`config.mk`:
```
export PLATFORM = sky130hd
export DESIGN_NAME = matrix_loader
export DESIGN_NICKNAME = d
export VERILOG_FILES = /design/src/rtl/matrix_loader.sv
export SDC_FILE = /design/constraint.sdc
export NUM_CORES = 1
export LEC_CHECK = 0
export CAP_MARGIN = 40
export CORE_ASPECT_RATIO = 0.6
export CORE_MARGIN = 2
export CORE_UTILIZATION = 48
export DETAILED_ROUTE_END_ITERATION = 10
export PLACE_DENSITY = 0.81
export SLEW_MARGIN = 20
export SYNTH_ARGS = -nofsm -noshare
export SYNTH_HDL_FRONTEND = slang
export SYNTH_SLANG_ARGS = --single-unit
```
`constraint.sdc`:
```
create_clock -name clk -period 2 [get_ports clk]
set_clock_uncertainty 0.15 [all_clocks]
set_input_delay 0.2 -clock clk [delete_from_list [all_inputs] [get_ports clk]]
set_output_delay 0.2 -clock clk [all_outputs]
set_load 0.01 [all_outputs]
```
`src/rtl/matrix_loader.sv`:
```
// Packs an 8-bit element stream (A row-major, then B row-major) into flat a/b vectors.
// One element per cycle. mat_valid rises 1 cycle after the last B element. in_ready is low while a frame is held.
module matrix_loader #(
  parameter int A_ROW = 2,
  parameter int A_COL = 2,
  parameter int B_ROW = 2,
  parameter int B_COL = 2,
  localparam int MATRIX_A_LEN = A_ROW * A_COL * 8,
  localparam int MATRIX_B_LEN = B_ROW * B_COL * 8
) (
  input  logic                    clk,
  input  logic                    rst,
  input  logic                    flush,
  input  logic                    in_valid,
  output logic                    in_ready,
  input  logic [7:0]              in_data,
  output logic [MATRIX_A_LEN-1:0] a,
  output logic [MATRIX_B_LEN-1:0] b,
  output logic                    mat_valid,
  input  logic                    mat_ack,
  output logic                    dim_err,
  output logic [7:0]              frame_cnt
);

  localparam int NA = A_ROW * A_COL;
  localparam int NB = B_ROW * B_COL;
  localparam int NMAX = (NA > NB) ? NA : NB;
  localparam int IDX_W = $clog2(NMAX + 1);
  localparam logic DIM_ERR = (A_COL != B_ROW);

  typedef enum logic [1:0] {S_LOAD_A, S_LOAD_B, S_FULL} state_t;

  state_t                  state_q, state_d;
  logic [IDX_W-1:0]        idx_q, idx_d;
  logic [MATRIX_A_LEN-1:0] a_q, a_d;
  logic [MATRIX_B_LEN-1:0] b_q, b_d;
  logic                    mat_valid_q, mat_valid_d;
  logic [7:0]              frame_cnt_q, frame_cnt_d;
  logic                    xfer;

  assign dim_err   = DIM_ERR;
  assign in_ready  = !rst && !DIM_ERR && (state_q != S_FULL);
  assign xfer      = in_valid && in_ready;
  assign a         = a_q;
  assign b         = b_q;
  assign mat_valid = mat_valid_q;
  assign frame_cnt = frame_cnt_q;

  always_comb begin
    state_d     = state_q;
    idx_d       = idx_q;
    a_d         = a_q;
    b_d         = b_q;
    mat_valid_d = mat_valid_q;
    frame_cnt_d = frame_cnt_q;
    if (flush) begin
      // Abort keeps the packed data; only the frame position is rewound.
      state_d     = S_LOAD_A;
      idx_d       = '0;
      mat_valid_d = 1'b0;
    end else begin
      case (state_q)
        S_LOAD_A: begin
          if (xfer) begin
            for (int i = 0; i < NA; i++) begin
              if (idx_q == IDX_W'(i)) a_d[8*(NA-1-i) +: 8] = in_data;
            end
            if (idx_q == IDX_W'(NA - 1)) begin
              state_d = S_LOAD_B;
              idx_d   = '0;
            end else begin
              idx_d = idx_q + IDX_W'(1);
            end
          end
        end
        S_LOAD_B: begin
          if (xfer) begin
            for (int i = 0; i < NB; i++) begin
              if (idx_q == IDX_W'(i)) b_d[8*(NB-1-i) +: 8] = in_data;
            end
            if (idx_q == IDX_W'(NB - 1)) begin
              state_d     = S_FULL;
              idx_d       = '0;
              mat_valid_d = 1'b1;
              frame_cnt_d = frame_cnt_q + 8'd1;
            end else begin
              idx_d = idx_q + IDX_W'(1);
            end
          end
        end
        S_FULL: begin
          if (mat_ack) begin
            state_d     = S_LOAD_A;
            mat_valid_d = 1'b0;
          end
        end
        default: state_d = S_LOAD_A;
      endcase
    end
  end

  always_ff @(posedge clk) begin
    if (rst) begin
      state_q     <= S_LOAD_A;
      idx_q       <= '0;
      a_q         <= '0;
      b_q         <= '0;
      mat_valid_q <= 1'b0;
      frame_cnt_q <= 8'd0;
    end else begin
      state_q     <= state_d;
      idx_q       <= idx_d;
      a_q         <= a_d;
      b_q         <= b_d;
      mat_valid_q <= mat_valid_d;
      frame_cnt_q <= frame_cnt_d;
    end
  end

endmodule

```
==> results.json <==
{
  "grtUsageMet3": 0.0865,
  "worst-path-buf-inv": 0,
  "cap_viol_max_count": 0,
  "pin_count": 88,
  "synth_edf_count": 0,
  "num_rows": 23,
  "pre_cts_ws_ps": -171,
  "start_util": 0.497,
  "die_w_um": 112,
  "dp_hpwl_um": 6370,
  "routedWlPerCell_um": 17.4,
  "period_minus_slack_ps": 1920,
  "crit_family": "simple AND/OR/NAND/NOR gates",
  "synth_top_flop_cell": "dfxtp_1",
  "ys_async_sr_fraction": 0,
  "relSlewSlack": 0.659,
  "crit_arrival_ps": 1990,
  "drc": 0,
  "drtPass1Iterations": 5,
  "clkSinkCount": 78,
  "timing.rr.start": "idx_q[0]$_SDFFE_PP0P_",
  "worst_slew_pin_slew_ps": 510,
  "rr_endpoint": "frame_cnt[5]$_SDFFE_PP0P_",
  "placed_cell_area_sq_um": 4320,
  "synth.avg_cell_area_sq_um": 8.54,
  "slew_viol_final": 0,
  "cts_hold_buf": 0,
  "n_antenna_cell": 0,
  "fin_area_sq_um": 4610,
  "critPathCaptureType": "flip-flop",
  "fin_tns_setup_ps": 0,
  "cts_root_buffer": "clkbuf_16",
  "yosysSeqAreaShare": 0.469,
  "grtUsageMet2": 0.409,
  "antenna_found_initial": 0,
  "post_cts_buffers": 0,
  "synth_fp_nets": 408,
  "clockBufferDepth": 2,
  "setup_viol": 0,
  "crit_type": "flip-flop to flip-flop",
  "area.sequential_sq_um": 1560,
  "fill_cells": 547,
  "yosysWarnings": 0,
  "status": "finished clean",
  "p_leak_nw": 1.53,
  "multi_input_area_sq_um": 1580,
  "synthCells": 390,
  "die_h_um": 68.5,
  "ys_seq_elements": 78,
  "setup_ws_ps": 76.4,
  "rr_worst_depth": 4,
  "drtIter0Drc": 231,
  "slowest_delay_ps": 400,
  "ys_types": 39,
  "worstHoldStart": "rst",
  "cts_tree": "done",
  "r2r_slack_ps": 80,
  "hold_path_end": "frame_cnt[6]$_SDFFE_PP0P_",
  "coreArea_sq_um": 6710,
  "die_area_sq_um": 7640,
  "grt.busiest_layer": "met2",
  "worstPathCellList": "ha_2, nand4bb_1, nor4_1, mux2_1",
  "syn_area_sq_um": 3330,
  "ant_nets": 0,
  "wl_um": 9690,
  "grt_use_met1": 0.350,
  "crit_path_top_delay_cell": "dfxtp_1",
  "drive_gt1_frac": 0.121,
  "fin_crit_sh": 0.962,
  "required_ps": 2060,
  "gr-total-overflow": 0,
  "grtUsageTotal": 0.262,
  "num_vias": 3271,
  "h-tree-depth": 3,
  "start_kind": "flip-flop",
  "ir_drop_uv": 457,
  "area_growth_pct": 38.3,
  "portBuffers": 86,
  "grt_pass1_wl_um": 15500,
  "grt_start_max_net_pins": 52,
  "grt_pass1_vias": 3090,
  "clock.fmax_ghz": 0.520,
  "num-nets-final": 483,
  "place_congestion": 0.825,
  "path_clk_slew_ps": 50,
  "hp-class": "primary input to flip-flop",
  "crit_fanout": 7,
  "power.density_nw_per_um2": 699,
  "hold_depth": 3,
  "cts_buffers": 9,
  "clock_latency_ps": 330,
  "timing.final.hold_violations": 0,
  "viasPerCell": 5.87
}
## timing repair
| action | in CTS | in global routing |
|---|---|---|
| setup endpoints to repair | 1 | 8 |
| hold endpoints to repair | 0 | 0 |
| resized for setup | 1 | 4 |
## flip-flops by register name (all words and copies together) (netlist names)
signal     flops
b             32
idx_q          3
frame_cnt      8
mat_valid      1
a             32
state_q        2
## cell type report
| type | instances | share of cell area |
|---|---|---|
| Multi-Input combinational cell | 260 | 0.343 |
| Sequential cell | 78 | 0.339 |
| Timing Repair Buffer | 111 | 0.232 |
| Clock buffer | 10 | 0.0497 |
| Tap cell | 87 | 0.0236 |
| Clock inverter | 6 | 0.00842 |
| Inverter | 5 | 0.00407 |
## routing by layer
layer,routed length (um),up-vias
met4,116,0
met3,812,14
met2,4230,151
li1,-,1549
met5,0,-
met1,4530,1557
## cell families after synthesis
family | after synthesis | share of synthesized area
fa+ha+maj | 5 | 0.0188
mux | 12 | 0.0387
simple gates | 115 | 0.211
other cells | 1 | 0.00113
compound gates | 126 | 0.194
flops | 78 | 0.469
buf+inv | 52 | 0.0646
xor+xnor | 1 | 0.00263
## cell usage in the layout (no fill, tap or decap), types with 4 or more instances in the layout
cell type	instances
mux2_2	5
nand2_1	4
inv_1	5
nand2b_1	8
dfxtp_1	77
ha_1	4
buf_4	23
nand4bb_1	4
nand3_1	60
nor2_1	5
o21ai_1	5
mux2i_1	5
a21oi_1	62
o21ai_0	53
clkdlybuf4s50_1	85
nor2b_1	8
clkbuf_16	9
## through the flow
step / total power [mW] / util / instances / hold slack (ps)
after floorplan: 1.72 / - / 390 / 147
final: 3.22 / 0.687 / 557 / 41.1
after detailed placement: 1.80 / 0.645 / 541 / 319
after CTS: 3.24 / 0.685 / 557 / 41.1
after global placement: 1.80 / 0.645 / 541 / 310
after global routing: 3.33 / 0.687 / 557 / 49.0
## power breakdown
| part | internal, mW | switching, mW |
|---|---|---|
| logic | 0.0790 | 0.127 |
| clock network | 0.834 | 0.611 |
| registers | 1.56 | 0.00519 |
## cells in the mapped netlist, drive strengths merged (5+ instances only)
| cell type | n | area, sq um |
|---|---|---|
| inv | 5 | 18.8 |
| ha | 5 | 62.6 |
| o21ai | 58 | 290 |
| buf | 8 | 50.0 |
| mux2 | 7 | 78.8 |
| mux2i | 5 | 50.1 |
| a21oi | 62 | 310 |
| nor2b | 9 | 56.3 |
| nor2 | 5 | 18.8 |
| nand3 | 60 | 300 |
| dfxtp | 78 | 1560 |
| nand2b | 8 | 50.1 |
| clkbuf | 39 | 146 |
## worst min-delay path: stages
cell      delay [ps]
buf_2            110
nand2b_1         100
mux2i_1           60
## worst max-delay path by stage
stage | startpoint | end | cells after the start
global placement | in_valid | frame_cnt[0]$_SDFFE_PP0P_ | 5
global route | idx_q[0]$_SDFFE_PP0P_ | frame_cnt[5]$_SDFFE_PP0P_ | 4
finish | idx_q[0]$_SDFFE_PP0P_ | frame_cnt[5]$_SDFFE_PP0P_ | 4
floorplan | state_q[1]$_SDFFE_PP0P_ | frame_cnt[5]$_SDFFE_PP0P_ | 5
CTS | idx_q[0]$_SDFFE_PP0P_ | frame_cnt[7]$_SDFFE_PP0P_ | 4
detailed placement | in_valid | frame_cnt[0]$_SDFFE_PP0P_ | 5
Power figures use the tool's default switching activity.
